--- config.mk ---
export PLATFORM = sky130hd
export DESIGN_NAME = deserialize_flat
export DESIGN_NICKNAME = d
export VERILOG_FILES = /design/src/rtl/deserialize_pkg.sv /design/src/rtl/deserialize_if.sv /design/src/rtl/deserialize_word_reg.sv /design/src/rtl/deserialize.sv /design/src/flat_wrapper.sv
export SDC_FILE = /design/constraint.sdc
export NUM_CORES = 1
export LEC_CHECK = 0
export BUFFER_PORTS_ARGS = -buffer_cell sky130_fd_sc_hd__clkbuf_2
export CORE_MARGIN = 2
export CORE_UTILIZATION = 31
export CTS_CLUSTER_SIZE = 40
export DETAILED_ROUTE_END_ITERATION = 16
export PLACE_DENSITY = 0.59
export SETUP_SLACK_MARGIN = 0.4
export SYNTH_ARGS = -nofsm -noshare
export SYNTH_HDL_FRONTEND = slang
export SYNTH_SLANG_ARGS = --single-unit
--- constraint.sdc ---
create_clock -name clk -period 2.5 [get_ports clk]
set_input_delay 0.625 -clock clk [delete_from_list [all_inputs] [get_ports clk]]
set_output_delay 0.625 -clock clk [all_outputs]
set_load 0.05 [all_outputs]
--- src/rtl/deserialize_pkg.sv ---
// Shared constants and helpers for the deserialize slice.
// Optional early end-of-transfer support is enabled with DESERIALIZE_EOT_EN.
package deserialize_pkg;

`ifdef DESERIALIZE_EOT_EN
  localparam int EOT_W = 1;
`else
  localparam int EOT_W = 0;
`endif

  function automatic int cnt_width(input int ratio);
    int w;
    w = $clog2(ratio);
    return (w < 1) ? 1 : w;
  endfunction

endpackage

--- src/rtl/deserialize_if.sv ---
// Data/valid/ready stream interface used on both sides of the deserializer.
interface dti #(
  parameter int W = 8
) ();
  logic [W-1:0] data;
  logic         valid;
  logic         ready;

  modport producer (output data, output valid, input ready);
  modport consumer (input data, input valid, output ready);
endinterface

--- src/rtl/deserialize_word_reg.sv ---
// Output holding register: loads a complete word and presents it on a dti stream.
// out_free_o tells the loader a word may be written this cycle without loss.
module dti_word_reg #(
  parameter int W = 32
) (
  input  logic         clk,
  input  logic         rst,
  input  logic         load_i,
  input  logic [W-1:0] data_i,
  dti.producer         out,
  output logic         out_free_o
);

  logic         valid_q;
  logic [W-1:0] data_q;

  // A load wins over a consume so a same-cycle handoff leaves no bubble.
  always_ff @(posedge clk) begin
    if (rst) begin
      valid_q <= 1'b0;
    end else if (load_i) begin
      valid_q <= 1'b1;
    end else if (valid_q && out.ready) begin
      valid_q <= 1'b0;
    end else begin
      valid_q <= valid_q;
    end
  end

  // Payload register, only written on a load.
  always_ff @(posedge clk) begin
    if (load_i) begin
      data_q <= data_i;
    end else begin
      data_q <= data_q;
    end
  end

  assign out.valid  = valid_q;
  assign out.data   = data_q;
  assign out_free_o = ~valid_q | out.ready;

endmodule

--- src/rtl/deserialize.sv ---
// Gathers DOUT/DIN chunks (LSB first) into one DOUT-bit word on a dti stream.
// With DESERIALIZE_EOT_EN each chunk carries an eot MSB that ends the word early.
module deserialize
  import deserialize_pkg::*;
#(
  parameter int DIN  = 8,
  parameter int DOUT = 32
) (
  input  logic clk,
  input  logic rst,
  dti.consumer din,
  dti.producer dout
);

  localparam int RATIO = DOUT / DIN;
  localparam int CW    = cnt_width(RATIO);
  localparam int AW    = (RATIO - 1) * DIN;

  generate
    if (DIN < 1 || (DOUT % DIN) != 0 || (DOUT / DIN) < 2) begin : g_bad_params
      $error("deserialize: DOUT must be a multiple of DIN with DOUT/DIN >= 2");
    end
  endgenerate

  logic [CW-1:0]         cnt_q, cnt_d;
  logic [AW-1:0]         acc_q, acc_d;
  logic [DIN-1:0]        payload_s;
  logic [DOUT-1:0]       data_s;
  logic [DOUT+EOT_W-1:0] word_s;
  logic                  last_s, eot_s, complete_s, accept_s, load_s, out_free_s;

  assign payload_s = din.data[DIN-1:0];
  assign last_s    = (cnt_q == CW'(RATIO - 1));
`ifdef DESERIALIZE_EOT_EN
  assign eot_s     = din.data[DIN];
  assign word_s    = {eot_s, data_s};
`else
  assign eot_s     = 1'b0;
  assign word_s    = data_s;
`endif
  assign complete_s = last_s | eot_s;
  assign din.ready  = ~complete_s | out_free_s;
  assign accept_s   = din.valid & din.ready;
  assign load_s     = accept_s & complete_s;

  // Word assembly: filled slots from acc, current chunk at cnt, zeros above it.
  always_comb begin
    data_s = {DOUT{1'b0}};
    for (int k = 0; k < RATIO - 1; k++) begin
      data_s[k*DIN +: DIN] = (k < int'(cnt_q)) ? acc_q[k*DIN +: DIN] : {DIN{1'b0}};
    end
    for (int k = 0; k < RATIO; k++) begin
      data_s[k*DIN +: DIN] = (k == int'(cnt_q)) ? payload_s : data_s[k*DIN +: DIN];
    end
  end

  // Next-state for the chunk index and the partial-word accumulator.
  always_comb begin
    acc_d = acc_q;
    cnt_d = cnt_q;
    for (int k = 0; k < RATIO - 1; k++) begin
      acc_d[k*DIN +: DIN] = (accept_s && !complete_s && k == int'(cnt_q))
                            ? payload_s : acc_q[k*DIN +: DIN];
    end
    if (accept_s) begin
      cnt_d = complete_s ? {CW{1'b0}} : cnt_q + CW'(1);
    end else begin
      cnt_d = cnt_q;
    end
  end

  // Chunk index register.
  always_ff @(posedge clk) begin
    if (rst) begin
      cnt_q <= {CW{1'b0}};
    end else begin
      cnt_q <= cnt_d;
    end
  end

  // Accumulator holds data only; stale slots are masked at assembly.
  always_ff @(posedge clk) begin
    acc_q <= acc_d;
  end

  dti_word_reg #(
    .W (DOUT + EOT_W)
  ) u_word_reg (
    .clk        (clk),
    .rst        (rst),
    .load_i     (load_s),
    .data_i     (word_s),
    .out        (dout),
    .out_free_o (out_free_s)
  );

endmodule

--- src/flat_wrapper.sv ---
// flat-port wrapper written by rule: the top's interface ports become plain ports
module deserialize_flat import deserialize_pkg::*;
#(
  parameter int DIN  = 8,
  parameter int DOUT = 32
)
  (clk, rst, din_data, din_valid, din_ready, dout_data, dout_valid, dout_ready);
  dti #(.W((8 + EOT_W))) din_i ();
  dti #(.W((32 + EOT_W))) dout_i ();
  input  logic clk;
  input  logic rst;
  input wire logic [$bits(din_i.data)-1:0] din_data;
  input wire logic [$bits(din_i.valid)-1:0] din_valid;
  output wire logic [$bits(din_i.ready)-1:0] din_ready;
  output wire logic [$bits(dout_i.data)-1:0] dout_data;
  output wire logic [$bits(dout_i.valid)-1:0] dout_valid;
  input wire logic [$bits(dout_i.ready)-1:0] dout_ready;
  assign din_i.data = din_data;
  assign din_i.valid = din_valid;
  assign din_ready = din_i.ready;
  assign dout_data = dout_i.data;
  assign dout_valid = dout_i.valid;
  assign dout_i.ready = dout_ready;
  deserialize #(.DIN(DIN), .DOUT(DOUT)) u_core (.clk(clk), .rst(rst), .din(din_i), .dout(dout_i));
endmodule
==> results of run 1 <==
-- synthesized netlist by cell type (all sizes together) --
library cell	count	share of area, %
nor2b	1	0.28
nor2	2	0.45
nand2	6	1.0
dfxtp	3	2.7
o21ai	2	0.45
and3	1	0.28
a22o	14	5.5
edfxtp	56	75
and2	12	3.5
nand2b	1	0.28
and2b	1	0.33
buf	2	0.45
inv	2	0.33
o31ai	2	1.1
a21oi	1	0.22
clkbuf	2	0.39
mux2	8	4.0
ha	5	2.8
nand4b	1	0.39
nand3b	1	0.89
-- registers in the layout, indices dropped and copies added (netlist names) --
name / count
u_core.u_word_reg.out.valid: 1
u_core.cnt_q: 2
u_core.u_word_reg.out.data: 32
u_core.acc_q: 24
-- kinds of logic after synthesis --
kind of cell             count (synthesis)  synth area share, %
AND/OR/NAND/NOR                         26                7.347
buffers and inverters                    6                1.168
adder cells (fa/ha/maj)                  5                2.782
flip-flops                              59                77.46
AO/OA/AOI/OAI                           19                7.234
multiplexers                             8                4.007
-- path summary, 6_finish.rpt --
kind                     from                        endpoint  slack, ps
max           u_core.cnt_q[0]                       din_ready        520
min          u_core.acc_q[16]  u_core.u_word_reg.out.data[16]        530
max reg2reg   u_core.cnt_q[0]  u_core.u_word_reg.out.data[21]        780
min reg2reg  u_core.acc_q[16]  u_core.u_word_reg.out.data[16]        530
-- per-layer routing --
| layer | vias to the layer above | track usage [%] | share of wire (%) |
|---|---|---|---|
| met5 | - | 0 | 0 |
| met4 | 0 | 6.920 | 2.1 |
| met3 | 8 | 3.970 | 6.2 |
| met2 | 40 | 15.02 | 46 |
| met1 | 561 | 13.78 | 46 |
| li1 | 581 | - | - |
-- power by group --
group          internal (mW)  switching (mW)  leakage, nW  total (mW)
registers               1.12          0.0102        0.563        1.13
clock network          0.334           0.331       0.0765       0.665
logic                 0.0540          0.0822        0.430       0.136
-- per-stage QoR --
| step | hold slack (ps) | cell area (um^2) | utilization [%] | worst slack [ps] | instances |
|---|---|---|---|---|---|
| after floorplan | 508.5 | 2248 | - | 475.2 | 123 |
| after detailed placement | 517.8 | 2586 | 36.24 | 651.6 | 264 |
| final | 532.7 | 2746 | 38.48 | 522.3 | 279 |
| after CTS | 524.6 | 2736 | 38.34 | 408.1 | 279 |
| after global routing | 539.8 | 2746 | 38.48 | 419.6 | 279 |
| after global placement | 519.4 | 2586 | 36.24 | 696.8 | 264 |
-- final cells by class --
type / instances / area share (%)
Clock buffer: 9 / 4.510
Clock inverter: 6 / 0.8656
Inverter: 2 / 0.2733
Multi-Input combinational cell: 58 / 17.95
Sequential cell: 59 / 63.42
Tap cell: 99 / 4.510
Timing Repair Buffer: 46 / 8.474
-- repair_timing --
action                     CTS  global route
resized for setup            1             1
setup endpoints to repair    1             1
buffers inserted             0             0
cloned                       0             0
==> results.cfg, run 1 <==
[synthesis]
synth_area_um2 = 2248
synth_cell_types = 23
synth_area_per_cell_um2 = 18.28
ys_seq_elements = 59
ys_warn_count = 0
yosysSeqAreaShare_pct = 77.46
netlist_instances = 123
syn_nets = 140

[worst_setup_path]
critPathLaunchType = flop
crit_cells = 3
reg2reg_depth = 4
critPathArrivalTime_ps = 1350
crit_chain = ha_4, nand3b_4, clkbuf_2
worstPathMaxFanout = 12
cp_data_required_time_ps = 1880
critPathMaxStageDelay_ps = 440
worst-setup-path-type = flop to primary output
cp_top_family = flip-flops
worst_path_max_delay_cell = dfxtp_1
path_buf_inv = 1
critPathCaptureType = primary output

[floorplan]
die_h_um = 89.17
start_util_pct = 31.50
pin_count = 46
die_x_um = 89.17
core_area_um2 = 7137
rows = 31
dieArea_um2 = 7950

[clock_network]
clk_latency_ps = 320
root_buffer = clkbuf_8
clk_pin_slew_ps = 60
htree_levels = 3
cts-hold-fix-buffers = 0
cts_sinks = 59
tritoncts = built
clk_path_buf_depth = 2
cts_buffers = 9

[detailed_routing]
wire_per_inst_um = 14.09
vias = 1190
drtPass1Iterations = 4
ant_nets = 0
drt-initial-drc-count = 38
drc = 0
drt_wl_total_mm = 3.932
via_per_inst = 4.265

[timing]
tns_ps = 0
max-slew-margin-rel_pct = 71.95
max_freq_ghz = 0.5056
finalCritPeriodShare_pct = 79.11
tightestPinTransition_ps = 420.8
setup_violations = 0
final.min_clock_period_ps = 1978
maxSlewViolCount = 0
grt_setup_unrepaired = false
hold_violations = 0
finalClockSkew_ps = 5.776

[global_routing]
gr-total-overflow = 0
antenna_found_initial = 0
grt_max_degree = 33
grt_pass1_wl_mm = 5.899
grt_usage_pct = 10.68
grt_pass1_vias = 1082

[power_and_ir_drop]
p_total_mw = 1.928
power.density_nw_per_um2 = 701.9
p_leak_nw = 1.069
vdd_ir_drop_max_mv = 0.2067

[placement]
place.gp.congestion = 0.6842
dpl.hpwl_mm = 2.565
io_buffers = 45

[cells_and_area]
final_cell_mix = 56 x edfxtp_1, 45 x clkbuf_2, 14 x a22o_1
multiInputGateArea_um2 = 493.0
area_delta_synth_final_pct = 22.15
n_antenna_cell = 0
fin_nets = 193
final_common_cell = edfxtp_1
regArea_um2 = 1742
n_fill_cell = 699
drive_gt1_share_pct = 38.89

[worst_hold_path]
hold_depth = 1
hold_path.class = flop to flop

[run_status]
status = complete, no violations

[flow_run]
drv_cap = 0
Note: power is estimated with default switching activity, not from simulation.
==> inputs of run 2 (changes only) <==
--- a/config.mk
+++ b/config.mk
@@ -10,7 +10,7 @@
 export CORE_UTILIZATION = 31
 export CTS_CLUSTER_SIZE = 40
 export DETAILED_ROUTE_END_ITERATION = 16
-export PLACE_DENSITY = 0.59
+export PLACE_DENSITY = 0.61
 export SETUP_SLACK_MARGIN = 0.4
 export SYNTH_ARGS = -nofsm -noshare
 export SYNTH_HDL_FRONTEND = slang
==> constraint.sdc (replaced) <==
create_clock -name clk -period 1.65 [get_ports clk]
set_input_delay 0.4125 -clock clk [delete_from_list [all_inputs] [get_ports clk]]
set_output_delay 0.4125 -clock clk [all_outputs]
set_load 0.05 [all_outputs]
==> run 2 against run 1 <==
Compared with the run above:
- sequential power increased by 50%
- via count up 15%
- non-clock buffer count grew 25
- largest cell class unchanged
- flip-flop and latch count stayed put
- die area stayed put
==> results.cfg, run 2 (same netlist as run 1, synthesis figures left out) <==
[run_status]
status = complete, no violations

[floorplan]
rows = 31
start_util_pct = 31.50
pin_count = 46
die_x_um = 89.17
die_h_um = 89.17
dieArea_um2 = 7950
core_area_um2 = 7137

[detailed_routing]
drc = 0
vias = 1371
drtPass1Iterations = 4
wire_per_inst_um = 16.22
ant_nets = 0
drt-initial-drc-count = 56
drt_wl_total_mm = 4.948
via_per_inst = 4.495

[worst_setup_path]
r2r-start = u_core.cnt_q[1]
critPathLaunchType = flop
worst-setup-path-type = flop to primary output
worstPathMaxFanout = 2
critPathArrivalTime_ps = 1100
reg2reg_slack_ps = 150
reg2reg_depth = 5
critPathCaptureType = primary output
reg2reg_to = u_core.u_word_reg.out.data[18]
cp_data_required_time_ps = 1240

[timing]
hold_violations = 0
finalCritPeriodShare_pct = 91.77
setup_violations = 0
tns_ps = 0
maxSlewViolCount = 0
max_freq_ghz = 0.6604
finalClockSkew_ps = 6.351
grt_setup_unrepaired = true
tightestPinTransition_ps = 193.2
fin_ws_ps = 135.8
max-slew-margin-rel_pct = 87.09
final.min_clock_period_ps = 1514

[clock_network]
cts_sinks = 59
clk_pin_slew_ps = 60
htree_levels = 3
tritoncts = built
root_buffer = clkbuf_8
cts-hold-fix-buffers = 0
clk_latency_ps = 320
cts_buffers = 9
clk_path_buf_depth = 2

[power_and_ir_drop]
internal_power_mw = 2.703
p_total_mw = 3.406
switchingPower_uw = 703.2
vdd_ir_drop_max_mv = 0.4263
power.density_nw_per_um2 = 949.8
power_frac_comb_pct = 10.7
p_leak_nw = 1.420
pwr-share-seq_pct = 50.0
p_sw_share_pct = 20.65
clkPwrFrac_pct = 39.2

[global_routing]
antenna_found_initial = 0
grt_pass1_vias = 1361
grt_max_degree = 11
gr-total-overflow = 0
grt_usage_pct = 12.55
grt_pass1_wl_mm = 6.989

[cells_and_area]
drive_gt1_share_pct = 57.77
area_delta_synth_final_pct = 59.49
fin_nets = 218
fin_cells = 305
n_antenna_cell = 0
n_fill_cell = 610
final_common_cell = edfxtp_1
finalInstanceArea_um2 = 3586
final_cell_mix = 56 x edfxtp_1, 35 x clkbuf_8, 14 x a22o_1
largest_reg_flops = 32

[placement]
numPlacedInstances = 268
io_buffers = 45
dpl.hpwl_mm = 2.682
postPlaceCellArea_um2 = 2674
place.gp.congestion = 0.6948
place_ws_ps = 218.6

[worst_hold_path]
worstHoldStart = rst
hold_path.class = input port to flop
hold_depth = 2
min_to = u_core.u_word_reg.out.valid

[flow_run]
drv_cap = 0
## run 2: metal layers
layer / track usage, % / wire [um] / vias to the layer above
li1: - / - / 632
met1: 14.04 / 1923 / 670
met2: 21.21 / 2634 / 63
met3: 2.585 / 328 / 6
met4: 8.955 / 61 / 0
met5: 0 / 0 / -
## run 2: layout make-up
cell class	instances	area, um^2	area share (%)
flip-flops and latches	59	1753	48.88
inverters	2	20.02	0.5583
clock inverters	1	30.03	0.8374
clock buffers	15	176.4	4.920
repair buffers	71	882.1	24.60
well taps	99	123.9	3.454
multi-input cells	58	600.6	16.75
## run 2: timing repair
item	CTS	global route
endpoints found under the setup margin	107	121
cloned	2	2
pin swaps	8	6
gates resized for setup	96	34
setup buffers	13	4
## run 2: power groups by stage
stage	sequential (mW)	clock, mW	combinational, mW
floorplan	1.75	0	0.135
global placement	1.74	0	0.223
detailed placement	1.74	0	0.227
CTS	1.70	1.36	0.310
global route	1.71	1.43	0.388
finish	1.70	1.34	0.365
## run 2: worst max path at each step
stage                                from                             to  cells after the start
final                     u_core.cnt_q[1]                      din_ready                      3
after floorplan           u_core.cnt_q[1]  u_core.u_word_reg.out.data[0]                      3
after global placement          din_valid                u_core.acc_q[4]                      3
after global routing      u_core.cnt_q[1]                      din_ready                      3
after CTS                 u_core.cnt_q[0]                      din_ready                      3
after detailed placement        din_valid                u_core.acc_q[4]                      3
## run 2: critical path, stage by stage, from the launching register on
cell       delay (ps)
dfxtp_4           360
ha_4              150
nand3b_4           80
clkbuf_16         180
## run 2: per-stage QoR
stage	hold slack [ps]	util [%]
after global placement	519.4	37.46
after CTS	312.1	48.26
final	317.8	50.25
after detailed placement	519.7	37.46
after floorplan	474.2	-
after global routing	320.3	50.25
